==> config.mk <==
export PLATFORM = sky130hd
export DESIGN_NAME = imem_load_ctrl
export DESIGN_NICKNAME = d
export VERILOG_FILES = /design/src/rtl/imem_load_ctrl_pkg.sv /design/src/rtl/imem_load_ctrl_fetch_port.sv /design/src/rtl/imem_load_ctrl.sv
export SDC_FILE = /design/constraint.sdc
export NUM_CORES = 1
export LEC_CHECK = 0
export BUFFER_PORTS_ARGS = -buffer_cell sky130_fd_sc_hd__buf_4
export CAP_MARGIN = 20
export CORE_MARGIN = 2
export CORE_UTILIZATION = 44
export CTS_BUF_LIST = sky130_fd_sc_hd__clkbuf_16
export CTS_CLUSTER_SIZE = 28
export DETAILED_ROUTE_END_ITERATION = 6
export HOLD_SLACK_MARGIN = 0.06
export PLACE_DENSITY = 0.87
export RECOVER_POWER = 100
export SLEW_MARGIN = 10
export SYNTH_ARGS = -nofsm -noshare
export SYNTH_HDL_FRONTEND = slang
export SYNTH_SLANG_ARGS = --single-unit
==> constraint.sdc <==
create_clock -name clock -period 4.6 [get_ports clock]
set_input_delay 0.46 -clock clock [delete_from_list [all_inputs] [get_ports clock]]
set_output_delay 0.46 -clock clock [all_outputs]
set_load 0.01 [all_outputs]
==> src/rtl/imem_load_ctrl_pkg.sv <==
// Shared types and helpers for the instruction-memory load/fetch sequencer.
package imem_ctrl_pkg;

   typedef enum logic [1:0] {
      LOAD  = 2'd0,
      RUN   = 2'd1,
      DRAIN = 2'd2
   } imem_state_e;

   localparam logic [31:0] RV_NOP = 32'h0000_0013;

   function automatic logic [29:0] word_index(input logic [31:0] byte_addr);
      return byte_addr[31:2];
   endfunction

endpackage

==> src/rtl/imem_load_ctrl_fetch_port.sv <==
// Fetch address check and registered one-cycle fetch response stage.
module imem_fetch_port
   import imem_ctrl_pkg::*;
#(
   parameter int DATA_WIDTH = 32,
   parameter int ADDR_WIDTH = 12,
   parameter logic [DATA_WIDTH-1:0] NOP_INSTR = RV_NOP
) (
   input  logic                  clock,
   input  logic                  reset,
   input  logic                  run,
   input  logic                  fetch_req,
   input  logic [31:0]           fetch_addr,
   input  logic [DATA_WIDTH-1:0] mem_read_data,
   output logic                  mem_read_enable,
   output logic [ADDR_WIDTH-1:0] mem_read_address,
   output logic                  fetch_valid,
   output logic [DATA_WIDTH-1:0] fetch_instr,
   output logic                  fetch_fault
);

   logic [29:0] widx;
   logic        fault;
   logic        issue;

   assign widx  = word_index(fetch_addr);
   // Word index bits above the memory depth mean the fetch lies outside the array.
   assign fault = (|fetch_addr[1:0]) | (|(widx >> ADDR_WIDTH));
   assign issue = run & fetch_req;

   assign mem_read_enable  = issue & ~fault;
   assign mem_read_address = mem_read_enable ? widx[ADDR_WIDTH-1:0] : '0;

   always_ff @(posedge clock or negedge reset) begin
      if (!reset) begin
         fetch_valid <= 1'b0;
         fetch_fault <= 1'b0;
         fetch_instr <= '0;
      end else begin
         fetch_valid <= issue;
         fetch_fault <= issue & fault;
         if (issue)
            fetch_instr <= fault ? NOP_INSTR : mem_read_data;
      end
   end

endmodule

==> src/rtl/imem_load_ctrl.sv <==
// Instruction memory sequencer: loads a program from the loader stream, then
// serves core fetches; a reprogram request drains the fetch pipe and reloads.
//
// state | meaning
// LOAD  | core held, loader words written at wr_ptr
// RUN   | core released, fetches served with one-cycle latency
// DRAIN | core held, last fetch response emitted, load counters cleared
module imem_load_ctrl
   import imem_ctrl_pkg::*;
#(
   parameter int DATA_WIDTH = 32,
   parameter int ADDR_WIDTH = 12,
   parameter logic [DATA_WIDTH-1:0] NOP_INSTR = RV_NOP
) (
   input  logic                  clock,
   input  logic                  reset,
   input  logic                  ld_valid,
   input  logic [DATA_WIDTH-1:0] ld_data,
   input  logic                  ld_last,
   output logic                  ld_ready,
   input  logic                  prog_req,
   input  logic                  fetch_req,
   input  logic [31:0]           fetch_addr,
   output logic                  fetch_valid,
   output logic [DATA_WIDTH-1:0] fetch_instr,
   output logic                  fetch_fault,
   output logic                  core_hold,
   output logic                  load_full,
   output logic [ADDR_WIDTH:0]   words_loaded,
   output logic                  mem_read_enable,
   output logic [ADDR_WIDTH-1:0] mem_read_address,
   input  logic [DATA_WIDTH-1:0] mem_read_data,
   output logic                  mem_write_enable,
   output logic [ADDR_WIDTH-1:0] mem_write_address,
   output logic [DATA_WIDTH-1:0] mem_write_data
);

   imem_state_e           state, state_next;
   logic [ADDR_WIDTH-1:0] wr_ptr;
   logic                  accept;
   logic                  at_top;

   // The write pointer is the low bits of the load count; it never wraps
   // because the load stops at the top address.
   assign wr_ptr = words_loaded[ADDR_WIDTH-1:0];
   assign accept = (state == LOAD) & ld_valid & ld_ready;
   assign at_top = (wr_ptr == {ADDR_WIDTH{1'b1}});

   assign core_hold         = (state != RUN);
   assign mem_write_enable  = accept;
   assign mem_write_address = accept ? wr_ptr : '0;
   assign mem_write_data    = accept ? ld_data : '0;

   always_comb begin
      state_next = state;
      case (state)
         LOAD:    if (accept && (ld_last || at_top)) state_next = RUN;
         RUN:     if (prog_req) state_next = DRAIN;
         DRAIN:   state_next = LOAD;
         default: state_next = LOAD;
      endcase
   end

   always_ff @(posedge clock or negedge reset) begin
      if (!reset) begin
         state        <= LOAD;
         ld_ready     <= 1'b0;
         words_loaded <= '0;
         load_full    <= 1'b0;
      end else begin
         state    <= state_next;
         ld_ready <= (state_next == LOAD);
         if (state == DRAIN) begin
            words_loaded <= '0;
         end else if (accept) begin
            words_loaded <= words_loaded + (ADDR_WIDTH+1)'(1);
            if (at_top && !ld_last)
               load_full <= 1'b1;
            else if (wr_ptr == '0)
               load_full <= 1'b0;
         end
      end
   end

   imem_fetch_port #(
      .DATA_WIDTH (DATA_WIDTH),
      .ADDR_WIDTH (ADDR_WIDTH),
      .NOP_INSTR  (NOP_INSTR)
   ) u_fetch_port (
      .clock            (clock),
      .reset            (reset),
      .run              (state == RUN),
      .fetch_req        (fetch_req),
      .fetch_addr       (fetch_addr),
      .mem_read_data    (mem_read_data),
      .mem_read_enable  (mem_read_enable),
      .mem_read_address (mem_read_address),
      .fetch_valid      (fetch_valid),
      .fetch_instr      (fetch_instr),
      .fetch_fault      (fetch_fault)
   );

endmodule

==> results.sh <==
export IMPL_status="finished, violations left"
export IMPL_violations="capacitance limit, slew limit"
export IMPL_drt_wl_total_mm=9.05
export IMPL_cts_resized=0
export IMPL_fp_dieArea_um2=7000
export IMPL_clock_path_buffers=2
export IMPL_hold_end="load_full"
export IMPL_fmax_mhz=287
export IMPL_die_h_um=83.7
export IMPL_maxCapViolCount=2
export IMPL_wl_per_cell_um=15.2
export IMPL_grt_max_degree=52
export IMPL_cts_root_buffer="clkbuf_16"
export IMPL_final_common_cell="buf_4"
export IMPL_ys_seq_area_frac=0.457
export IMPL_hold_path_depth=2
export IMPL_tightest_slew_ns=2.68
export IMPL_hp_start="ld_last"
export IMPL_layout_common_cells="buf_4, clkbuf_1, nand2_1"
export IMPL_numCtsBuffers=5
export IMPL_grt_pass1_wl_mm=14.8
export IMPL_antenna_cells=0
export IMPL_drive_above_1_share=0.264
export IMPL_io_buffers=209
export IMPL_finish_utilization=0.675
export IMPL_p_leak_nw=1.85
export IMPL_regArea_um2=1280
export IMPL_num_rows=29
export IMPL_design_core_area_um2=6240
export IMPL_reg2reg_from="state[1]"
export IMPL_nNetsFinal=622
export IMPL_maxSlewHeadroom=-0.784
export IMPL_reg2reg_depth=6
export IMPL_period_minus_slack_ns=3.48
export IMPL_start_kind="flop"
export IMPL_ys_warn_count=0
export IMPL_fillers=579
export IMPL_syn_area_um2=2790
export IMPL_track_usage=0.257
export IMPL_setup_tns_final_ns=0
export IMPL_ys_types=35
export IMPL_rsz0062_at_grt="false"
export IMPL_finalSetupViolations=0
export IMPL_initial_utilization=0.448
export IMPL_multi_input_area_um2=1390
export IMPL_crit_required_ns=4.78
export IMPL_grt_pass1_vias=3113
export IMPL_die_x_um=83.7
export IMPL_place_area_um2=4400
export IMPL_power_density_nw_per_um2=306
export IMPL_post_synth_cell_area_avg_um2=8.57
export IMPL_drc=0
export IMPL_path_max_fanout=36
export IMPL_clkSlewWorstSetupHoldPaths_ns=0.07
export IMPL_end_kind="flop"
export IMPL_max_vdd_ir_drop_mv=0.172
export IMPL_clkSinkCount=51
export IMPL_finalCritPeriodShare=0.757
export IMPL_h_tree_depth=2
export IMPL_r2r_end="u_fetch_port.fetch_instr[4]"
export IMPL_syn_instance_count=326
export IMPL_hold_viol=0
export IMPL_worstSetupPathType="reg -> reg"
export IMPL_synth_seq_cells=51
export IMPL_grt_ovfl_total=0
export IMPL_post_cts_buffers=0
export IMPL_synth_nets=430
export IMPL_clock_latency_ns=0.29
export IMPL_holdWs_ns=0.357
export IMPL_final_cell_area_um2=4210
export IMPL_cp_arrival_ns=3.66
export IMPL_drt_iter0_markers=162
export IMPL_ios=210
export IMPL_fin_skew_ns=0.0104
export IMPL_cts_hold_buffers_added=0
export IMPL_grt_antenna_before_repair=0
export IMPL_dp_hpwl_mm=6.77
export IMPL_syn_to_final_growth_pct=50.7
export IMPL_drtAntennaViolNets=0
export IMPL_vias=3140
export IMPL_routabilityCongestion=0.882
export IMPL_vias_per_cell=5.27
export IMPL_cts_tree="done"
export IMPL_maxSlewViolCount=89
export IMPL_rrSetupSlack_ns=1.12
export IMPL_firstDrtPassIters=4
export IMPL_holdCritPathClass="in -> reg"
cell usage after synthesis (all sizes together):
cell type  instances  area (um^2)
nand2             59          221
dfrtp             51         1280
and2              41          257
nand4             37          231
o21ai             30          150
clkbuf            23         87.6
nor3              13         65.1
nor4              12         87.6
mux2i              8         80.1
nand2b             7         43.8
buf                6         30.0
inv                6         22.5
nor2               4         15.0
a21oi              3         15.0
nand3              3         15.0
ha                 2         25.0
nand4b             2         17.5
o22a               2         17.5
o311ai             2         17.5
o41ai              2         17.5
and3               1         6.26
clkinv             1         3.75
nand3b             1         7.51
nand4bb            1         11.3
nor2b              1         6.26
nor3b              1         7.51
o211ai             1         7.51
o21a               1         7.51
o2bb2ai            1         8.76
o32a               1         10.0
or2b               1         7.51
or3                1         6.26
or4                1         11.3
worst max-delay path by stage:
stage | startpoint | end | slack [ns] | cells past startpoint
final | state[1] | u_fetch_port.fetch_instr[4] | 1.12 | 6
after global routing | state[1] | u_fetch_port.fetch_instr[1] | 0.89 | 6
after CTS | state[0] | mem_write_data[14] | 1.43 | 4
after detailed placement | ld_valid | mem_write_data[14] | 1.74 | 5
after global placement | ld_valid | mem_write_data[9] | 1.88 | 5
after floorplan | fetch_addr[1] | mem_read_address[10] | 2.55 | 4
cell type report:
class                   count  share of cell area
multi-input cells         239               0.329
repair buffers            214               0.305
flip-flops and latches     51               0.303
clock buffers               5              0.0297
well taps                  77              0.0229
inverters                   7             0.00624
clock inverters             3             0.00386
layer usage:
| metal | global-route usage | part of all wire | vias to the layer above |
|---|---|---|---|
| met5 | 0 | 0 | - |
| met4 | 0.0880 | 0.023 | 0 |
| met3 | 0.0781 | 0.10 | 18 |
| met2 | 0.447 | 0.51 | 187 |
| met1 | 0.301 | 0.37 | 1406 |
| li1 | - | - | 1529 |
cells by family (layout without fill, tap and decap cells):
family	after synthesis	count (layout)	synth area share
buffers and inverters	36	229	0.0515
muxes	8	8	0.0287
AOI/OAI and AO/OA	43	43	0.0900
adders and majority gates	2	2	0.00896
and+or+nand+nor	186	186	0.364
DFF	51	51	0.457
where the power goes:
group / switching [W] / internal [W] / total (W)
sequential: 0.0000608 / 0.000480 / 0.000541
combinational: 0.000222 / 0.000174 / 0.000396
clock: 0.000155 / 0.000199 / 0.000353
registers in the layout (all words and copies together), names as in the netlist:
signal                    count
u_fetch_port.fetch_valid      1
state                         2
u_fetch_port.fetch_fault      1
load_full                     1
words_loaded                 13
u_fetch_port.fetch_instr     32
ld_ready                      1
worst max-delay path, stage by stage, from the launching register on:
cell	delay, ns
dfrtp_1	0.43
nand3b_1	0.18
clkbuf_1	0.58
inv_1	0.56
clkbuf_1	1.18
nand4b_1	0.20
o22a_1	0.24
per-stage QoR:
| step | power, W | setup WS [ns] | instances |
|---|---|---|---|
| after floorplan | 0.000753 | 2.55 | 326 |
| after global placement | 0.000983 | 1.88 | 588 |
| after detailed placement | 0.000993 | 1.74 | 588 |
| after CTS | 0.00135 | 1.43 | 596 |
| after global routing | 0.00137 | 0.888 | 596 |
| final | 0.00129 | 1.12 | 596 |
Power figures use the tool's default switching activity.
